File: config.mk
export PLATFORM = sky130hd
export DESIGN_NAME = sid_mix_sched_flat
export DESIGN_NICKNAME = d
export VERILOG_FILES = /design/src/rtl/sid_mix_if.sv /design/src/rtl/sid_mix_sched.sv /design/src/flat_wrapper.sv
export SDC_FILE = /design/constraint.sdc
export NUM_CORES = 1
export LEC_CHECK = 0
export CAP_MARGIN = 30
export CORE_UTILIZATION = 40
export CTS_CLUSTER_SIZE = 8
export DETAILED_ROUTE_END_ITERATION = 8
export GPL_ROUTABILITY_DRIVEN = 0
export GPL_TIMING_DRIVEN = 0
export HOLD_SLACK_MARGIN = 0.03
export MAX_ROUTING_LAYER = met4
export PLACE_DENSITY_LB_ADDON = 0.05
export SYNTH_ARGS = -nofsm -noshare
export SYNTH_HDL_FRONTEND = slang
export SYNTH_SLANG_ARGS = --single-unit
File: constraint.sdc
create_clock -name clk -period 6.5 [get_ports clk]
set_input_delay 1.3 -clock clk [delete_from_list [all_inputs] [get_ports clk]]
set_output_delay 1.3 -clock clk [all_outputs]
set_load 0.005 [all_outputs]
File: src/rtl/sid_mix_if.sv
// sid_mix_if: mix scheduler handshake and data bus; master drives the voice/filter inputs, slave is the scheduler
interface sid_mix_if;
  logic        sample_tick;
  logic [35:0] wave_bus;
  logic [23:0] env_bus;
  logic [2:0]  flt_route;
  logic        mute3;
  logic [3:0]  vol;
  logic [11:0] flt_out;
  logic [11:0] flt_in;
  logic [11:0] audio;
  logic        sample_valid;
  logic        busy;
  logic        overrun;
  modport master (
    output sample_tick, wave_bus, env_bus, flt_route, mute3, vol, flt_out,
    input  flt_in, audio, sample_valid, busy, overrun
  );
  modport slave (
    input  sample_tick, wave_bus, env_bus, flt_route, mute3, vol, flt_out,
    output flt_in, audio, sample_valid, busy, overrun
  );
endinterface

File: src/rtl/sid_mix_sched.sv
// sid_mix_sched: one shared 12x8 multiplier time-multiplexed over three voices, filter/direct mix, master volume
// SID_MIX_ROUND_EN selects round-half-up with saturation for the 8-bit mix instead of truncation.
module sid_mix_sched #(
  parameter int ACC_W     = 22,
  parameter int FLT_SHIFT = 8
) (
  input logic     clk,
  input logic     reset,
  sid_mix_if.slave bus
);
  localparam logic [2:0] IDLE = 3'd0, V1 = 3'd1, V2 = 3'd2, V3 = 3'd3, ACC = 3'd4, MIX = 3'd5, VOL = 3'd6;
  logic [2:0]       state;
  logic [35:0]      w_s;
  logic [23:0]      e_s;
  logic [2:0]       route_s;
  logic             mute_s;
  logic [3:0]       vol_s;
  logic [11:0]      fo_s;
  logic [19:0]      prod;
  logic [ACC_W-1:0] flt_acc, dir_acc, mix;
  logic [11:0]      w_sel;
  logic [7:0]       e_sel, m8;
  logic             acc_en, acc_flt, drop;
  assign w_sel   = state == V1 ? w_s[11:0] : state == V2 ? w_s[23:12] : w_s[35:24];
  assign e_sel   = state == V1 ? e_s[7:0]  : state == V2 ? e_s[15:8]  : e_s[23:16];
  assign acc_en  = state == V2 || state == V3 || state == ACC;
  assign acc_flt = state == V2 ? route_s[0] : state == V3 ? route_s[1] : route_s[2];
  assign drop    = state == ACC && !route_s[2] && mute_s;
`ifdef SID_MIX_ROUND_EN
  logic [ACC_W:0] rnd;
  assign rnd = {1'b0, mix} + (ACC_W+1)'(1 << 13);
  assign m8  = (rnd >> 14) > (ACC_W+1)'(255) ? 8'hff : 8'(rnd >> 14);
`else
  assign m8  = 8'(mix >> 14);
`endif
  assign bus.busy = state != IDLE;
  always_ff @(posedge clk) begin
    if (reset) begin
      state            <= IDLE;
      w_s              <= '0;
      e_s              <= '0;
      route_s          <= '0;
      mute_s           <= 1'b0;
      vol_s            <= '0;
      fo_s             <= '0;
      prod             <= '0;
      flt_acc          <= '0;
      dir_acc          <= '0;
      mix              <= '0;
      bus.flt_in       <= '0;
      bus.audio        <= '0;
      bus.sample_valid <= 1'b0;
      bus.overrun      <= 1'b0;
    end else begin
      state            <= state == IDLE ? (bus.sample_tick ? V1 : IDLE) : state == VOL ? IDLE : state + 3'd1;
      bus.sample_valid <= state == VOL;
      if (bus.sample_tick && state != IDLE) bus.overrun <= 1'b1;
      if (state == IDLE && bus.sample_tick) begin
        w_s     <= bus.wave_bus;
        e_s     <= bus.env_bus;
        route_s <= bus.flt_route;
        mute_s  <= bus.mute3;
        vol_s   <= bus.vol;
        fo_s    <= bus.flt_out;
        flt_acc <= '0;
        dir_acc <= '0;
      end
      if (state == V1 || state == V2 || state == V3) prod <= 20'(w_sel) * 20'(e_sel);
      if (acc_en && !drop && acc_flt) flt_acc <= flt_acc + ACC_W'(prod);
      if (acc_en && !drop && !acc_flt) dir_acc <= dir_acc + ACC_W'(prod);
      if (state == MIX) begin
        bus.flt_in <= 12'(flt_acc >> (ACC_W - 12));
        mix        <= dir_acc + (ACC_W'(fo_s) << FLT_SHIFT);
      end
      if (state == VOL) bus.audio <= 12'(vol_s) * 12'(m8);
    end
  end
endmodule

File: src/flat_wrapper.sv
// flat-port wrapper written by rule: the top's interface ports become plain ports
module sid_mix_sched_flat 
#(
  parameter int ACC_W     = 22,
  parameter int FLT_SHIFT = 8
)
  (clk, reset, bus_sample_tick, bus_wave_bus, bus_env_bus, bus_flt_route, bus_mute3, bus_vol, bus_flt_out, bus_flt_in, bus_audio, bus_sample_valid, bus_busy, bus_overrun);
  sid_mix_if bus_i ();
  input logic clk;
  input logic reset;
  input wire logic [$bits(bus_i.sample_tick)-1:0] bus_sample_tick;
  input wire logic [$bits(bus_i.wave_bus)-1:0] bus_wave_bus;
  input wire logic [$bits(bus_i.env_bus)-1:0] bus_env_bus;
  input wire logic [$bits(bus_i.flt_route)-1:0] bus_flt_route;
  input wire logic [$bits(bus_i.mute3)-1:0] bus_mute3;
  input wire logic [$bits(bus_i.vol)-1:0] bus_vol;
  input wire logic [$bits(bus_i.flt_out)-1:0] bus_flt_out;
  output wire logic [$bits(bus_i.flt_in)-1:0] bus_flt_in;
  output wire logic [$bits(bus_i.audio)-1:0] bus_audio;
  output wire logic [$bits(bus_i.sample_valid)-1:0] bus_sample_valid;
  output wire logic [$bits(bus_i.busy)-1:0] bus_busy;
  output wire logic [$bits(bus_i.overrun)-1:0] bus_overrun;
  assign bus_i.sample_tick = bus_sample_tick;
  assign bus_i.wave_bus = bus_wave_bus;
  assign bus_i.env_bus = bus_env_bus;
  assign bus_i.flt_route = bus_flt_route;
  assign bus_i.mute3 = bus_mute3;
  assign bus_i.vol = bus_vol;
  assign bus_i.flt_out = bus_flt_out;
  assign bus_flt_in = bus_i.flt_in;
  assign bus_audio = bus_i.audio;
  assign bus_sample_valid = bus_i.sample_valid;
  assign bus_busy = bus_i.busy;
  assign bus_overrun = bus_i.overrun;
  sid_mix_sched #(.ACC_W(ACC_W), .FLT_SHIFT(FLT_SHIFT)) u_core (.clk(clk), .reset(reset), .bus(bus_i));
endmodule
======== After elaboration in Yosys (flattened, before gate mapping) ========
Index checks and enable logic that the tools add are counted.
cells by class
  add/subtract/negate cells ............... 4
  multipliers ............................. 2
  eq/ne operators ......................... 6
  multiplexer cells ....................... 12
  reduce and logical (&&, ||, !) cells .... 18
operators with widths
  kind                                           number
  adder 22 x 20 -> 22 bit                        3
  2-to-1 mux 22 bit                              3
  2-to-1 mux 12 bit                              2
  multiplier 12 x 8 -> 20 bit                    1
  2-to-1 mux 8 bit                               2
  multiplier 4 x 8 -> 12 bit                     1
  == test 3 bit, second input constant           3
  logical AND 1 bit                              7
  == test 3 x 2 -> 1 bit, second input constant  2
  2-to-1 mux 3 bit                               2
  logical OR 1 bit                               4
  nonzero test 2 bit                             2
  adder 3 x 1 -> 3 bit, second input constant    1
  == test 3 x 1 -> 1 bit, second input constant  1
  logical NOT 1 bit                              3
  logical NOT 3 bit                              1
  2-to-1 mux 1 bit                               3
  nonzero test 3 bit                             1
storage, ports and cells
  register bits ........................... 195
  output and inout port bits .............. 27
  logic and storage cells ................. 57

======== Depth between registers and ports, before layout ========
  depth after elaboration ................. 7
  depth in mapped cells ................... 26
  depth with buffers taken out ............ 23

======== Least setup slack after synthesis ========
No wires, ideal clock.
  path kind ............................... register to register
  start ................................... reg u_core.state[0]
  end ..................................... reg u_core.prod[18]
  setup time .............................. 0.120 ns
  arrival time ............................ 5.698 ns
  slack ................................... 0.681 ns
  stages on the path, launching flop included .. 25
  buffers on the path ..................... 3
  cell sequence ........................... dfxtp_1 inv_1 ha_1 nand2b_1 buf_2 buf_2 mux2i_1 nor2_1 a21oi_1 clkbuf_1 nor2_1 fa_1 fa_1 fa_1 inv_1 fa_1 inv_1 ha_1 a21o_1 a21oi_1 a2bb2oi_1 o311ai_2 a311oi_1 or4_1 nand3_1
between the ends
  word-level cells in the longest chain between the ends .. 4
RTL lines
  element                                                                     RTL line                                                       RTL
  start: declaration                                                          sid_mix_sched.sv:12                                            logic [2:0] state;
  start signal: assignment                                                    sid_mix_sched.sv:55                                            state <= state == IDLE ? (bus.sample_tick ? V1 : IDLE) : state == VOL ? IDLE : state + 3'd1;
  == test 3 x 2 -> 1 bit                                                      sid_mix_sched.sv:24, sid_mix_sched.sv:25, sid_mix_sched.sv:68
  2-to-1 mux 12 bit / 2-to-1 mux 8 bit (equally long branches) (2 in series)  sid_mix_sched.sv:24, sid_mix_sched.sv:25
  multiplier 12 x 8 -> 20 bit                                                 sid_mix_sched.sv:68                                            if (state == V1 || state == V2 || state == V3) prod <= 20'(w_sel) * 20'(e_sel);
  end signal: assignment                                                      sid_mix_sched.sv:68
  end: declaration                                                            sid_mix_sched.sv:19                                            logic [19:0] prod;
Parallel ways exist; a longest one is shown, timed or not.
A chain may end at the register's enable or synchronous reset.

======== Worst setup path in the final report ========
Same ends and word-level chain as after synthesis.

==> key figures <==
Job
  • Max-cap viol count: 0

Setup path
  • Startpoint Class: register
  • RR Startpoint: u_core.state[0]
  • Critical Path AT: 6.56 ns
  • CP Capture Type: register
  • Cell count of the worst reg-to-reg path: 23
  • Worst-path maximum fanout: 10
  • Reg2reg setup slack: 0.34 ns
  • R2r endpoint: u_core.prod[18]
  • Worst path required time: 6.90 ns
  • Setup CP Type: reg -> reg

Yosys
  • Sequential share of the synthesized area: 0.284
  • Async set-reset flop share out of synthesis: 0
  • Mean Syn Cell Area: 8.04 um^2
  • Post-Syn Area: 12,800 um^2
  • Main combinational cell family by area after synthesis: adder cells
  • Multiplexer share of the synthesized area: 0.0202
  • Syn_nets: 1,856
  • Gate Count Post-Synth: 1,587
  • Post-synthesis compound-gate area fraction: 0.185
  • Post-Synth Adder-Cell Area: 0.226
  • Post-synthesis cell type count: 66
  • Post-synth EDFFs: 0
  • Synth Area in XOR/XNOR: 0.0336
  • Yosys reg bits: 181
  • Synth Area in Simple Gates: 0.195
  • Syn. warnings: 0
  • Top_reg_cell synth: dfxtp_1

Placement
  • Post-DP HPWL: 28.6 mm
  • Number of port buffers: 109
  • Dpl cells: 2,098
  • Worst slack at placement: -0.533 ns

Layout
  • FILL cells: 3,223
  • Area of the multi-input gates: 8570 um^2
  • Nets: 1,987
  • Non-Filler Instances: 2,133
  • Layout area overhead: 18.7%
  • Share of layout cells above drive strength 1: 0.0653
  • Register Area: 3620 um^2
  • Diode count: 0

Drt
  • Final ANT Viol Nets: 0
  • Vias: 11,224
  • Iteration-0 DRC Markers: 653
  • Average wire per standard cell: 16.9 um
  • DRC: 0
  • Initial DRT Pass Iterations: 7
  • Avg Vias per Cell: 5.26
  • Aggregate routed wire length: 36.1 mm

Pwr
  • Static leakage: 6.78 nW
  • Power Internal: 1.87 mW
  • Max VDD drop: 197 uV
  • Clk network pwr share: 0.387
  • Sequential power share: 0.432
  • PwrDens: 182 nW/um^2
  • Combinational share of power: 0.181
  • Psw: 0.889 mW
  • Switch share: 0.323

STA
  • Post-route setup slack: 0.344 ns
  • Final setup viols: 0
  • Achievable frequency: 0.162 GHz
  • Hold Slack: 0.456 ns
  • Clk_skew: 0.0136 ns
  • Min cycle time layout: 6.16 ns
  • Slew at the pin closest to its max-slew limit: 0.852 ns
  • RSZ-0062 raised after global routing: no
  • Final Hold Fails: 0
  • Fin. max-slew vios: 0
  • Slew headroom: 0.432
  • Tcrit/Tclk final: 0.947

Die
  • DIE AREA: 32,600 um^2
  • Ports: 110
  • Initial core utilization: 0.405
  • Std cell rows: 65
  • Die X: 181 um
  • Die Ht: 181 um
  • Core outline area: 31,500 um^2

Min path
  • Worst Hold End: u_core.bus.flt_in[6]
  • WHS Path Cells: 2
  • Hold path start: u_core.bus.flt_in[6]
  • Hold Path Class: reg -> reg

Clocking
  • CTS buffer count: 17
  • CTS Hold Bufs: 0
  • CTS sink cnt: 181
  • Worst-skew pair later-pin latency: 0.47 ns
  • Reg clk slew, reported paths: 0.08 ns
  • Bufs on Longest Clock Path: 2
  • CTS tree: yes
  • H-tree depth: 4
  • Root buf cell: clkbuf_16

GRT
  • First-pass GRT wire length: 58.3 mm
  • Grt ovf: 0
  • Initial antenna violation count: 0
  • Vias in the first global route: 11,019
  • Largest net degree at the start of global routing: 20
  • Total track usage: 0.235

Outcome
  • Status: finished, final reports clean
[routing by layer]
layer / wire [um] / part of all wire / track usage / up-vias
li1: - / - / - / 5638
met1: 16900 / 0.47 / 0.297 / 5350
met2: 17200 / 0.48 / 0.384 / 196
met3: 1190 / 0.033 / 0.0333 / 40
met4: 807 / 0.022 / 0.0800 / 0
met5: 0 / 0 / - / -
[layout by cell type, fill, tap and decap left out, types with 17 or more instances in the layout]
cell,synthesis,final
xor2_1,23,23
dfxtp_1,181,181
nor2_1,150,150
inv_1,112,112
o21ai_0,47,47
xnor2_1,26,26
mux2i_1,21,21
a31oi_1,18,18
fa_1,74,74
clkdlybuf4s50_1,0,109
clkbuf_1,67,58
ha_1,112,112
a22o_1,20,20
or2_2,30,30
nand2_1,280,280
a21oi_1,186,168
a211oi_1,20,20
nand3_1,27,26
a21o_1,28,28
clkbuf_16,0,17
[state kept, by name, indices dropped and copies added, names as in the netlist]
signal	flops
u_core.bus.sample_valid	1
u_core.state	3
u_core.bus.audio	12
u_core.mix	8
u_core.vol_s	4
u_core.w_s	36
u_core.bus.overrun	1
u_core.prod	20
u_core.mute_s	1
u_core.flt_acc	22
u_core.e_s	24
u_core.dir_acc	22
u_core.fo_s	12
u_core.route_s	3
u_core.bus.flt_in	12
[worst max-delay path: stages, from the launching register on]
cell and delay (ns):
dfxtp_1 0.42, inv_1 0.09, ha_1 0.25, nand2b_1 0.08, buf_2 0.19, clkbuf_4 0.28
mux2i_1 0.38, nor2_1 0.13, a21oi_4 0.29, nor2_1 0.10, fa_1 0.49, inv_1 0.05
fa_1 0.56, inv_1 0.07, fa_1 0.53, inv_1 0.06, fa_1 0.52, inv_1 0.06
ha_1 0.37, nand3_2 0.17, o311ai_4 0.36, a311oi_2 0.15, or4_1 0.42, nand3_1 0.08
[logic make-up (layout without fill, tap and decap cells)]
group                    count (synthesis)  in the layout
AO/OA/AOI/OAI                          385            385
XOR/XNOR                                49             49
adder cells (fa/ha/maj)                186            186
buffers and inverters                  187            331
flip-flops                             181            181
multiplexers                            25             25
AND/OR/NAND/NOR                        574            574
[synth_stat cells, types with 16 or more instances]
cell | n | area [um^2]
ha_1 | 112 | 1400
nand3_1 | 27 | 135
mux2i_1 | 21 | 210
or2_2 | 30 | 188
nand2_1 | 280 | 1050
xnor2_1 | 26 | 228
a21oi_1 | 186 | 931
a211oi_1 | 20 | 150
a21o_1 | 28 | 210
clkbuf_1 | 67 | 251
inv_1 | 112 | 420
fa_1 | 74 | 1480
nor3_1 | 16 | 80.1
a22o_1 | 20 | 175
and2_1 | 16 | 100
dfxtp_1 | 181 | 3620
xor2_1 | 23 | 201
nor2_1 | 150 | 563
a31oi_1 | 18 | 113
o21ai_0 | 47 | 235
[repair_timing]
item,CTS,global route
gates resized for setup,26,30
setup endpoints to repair,10,11
buffers inserted,0,3
hold endpoints to repair,0,0
pin swaps,0,2
[cell type report]
cell class                 instances  share of cell area
inverter                         112              0.0278
sequential                       181               0.239
tap                              402              0.0332
clock buffer                      18              0.0290
buffer                            75              0.0215
clock inverter                    14              0.0102
timing repair buffer             112              0.0735
multi-input combinational       1219               0.566
[metrics by stage]
stage                     total power [mW]  cell area, um^2  TNS [ns]   util
after detailed placement              1.70            14400     -2.60  0.456
after global placement                1.69            14400     -2.85  0.456
final                                 2.76            15100         0  0.481
after CTS                             2.77            15000         0  0.477
after global routing                  2.89            15100         0  0.481
after floorplan                       1.50            12800         0      -
[power groups by stage]
stage | logic (mW) | clock network (mW) | registers [mW]
floorplan | 0.303 | 0 | 1.20
global placement | 0.477 | 0 | 1.21
detailed placement | 0.481 | 0 | 1.21
CTS | 0.492 | 1.09 | 1.19
global route | 0.557 | 1.13 | 1.20
finish | 0.498 | 1.07 | 1.19
[how the worst max path moves through the flow]
stage / start / end / slack [ns] / cells past startpoint
floorplan: u_core.state[0] / u_core.prod[18] / 0.68 / 24
global placement: u_core.state[0] / u_core.prod[18] / -0.57 / 24
detailed placement: u_core.state[0] / u_core.prod[18] / -0.53 / 24
CTS: u_core.state[0] / u_core.prod[18] / 0.10 / 21
global route: u_core.state[0] / u_core.prod[18] / 0.0007 / 25
finish: u_core.state[0] / u_core.prod[18] / 0.34 / 23
No activity file was read; power rests on OpenSTA's default activity.
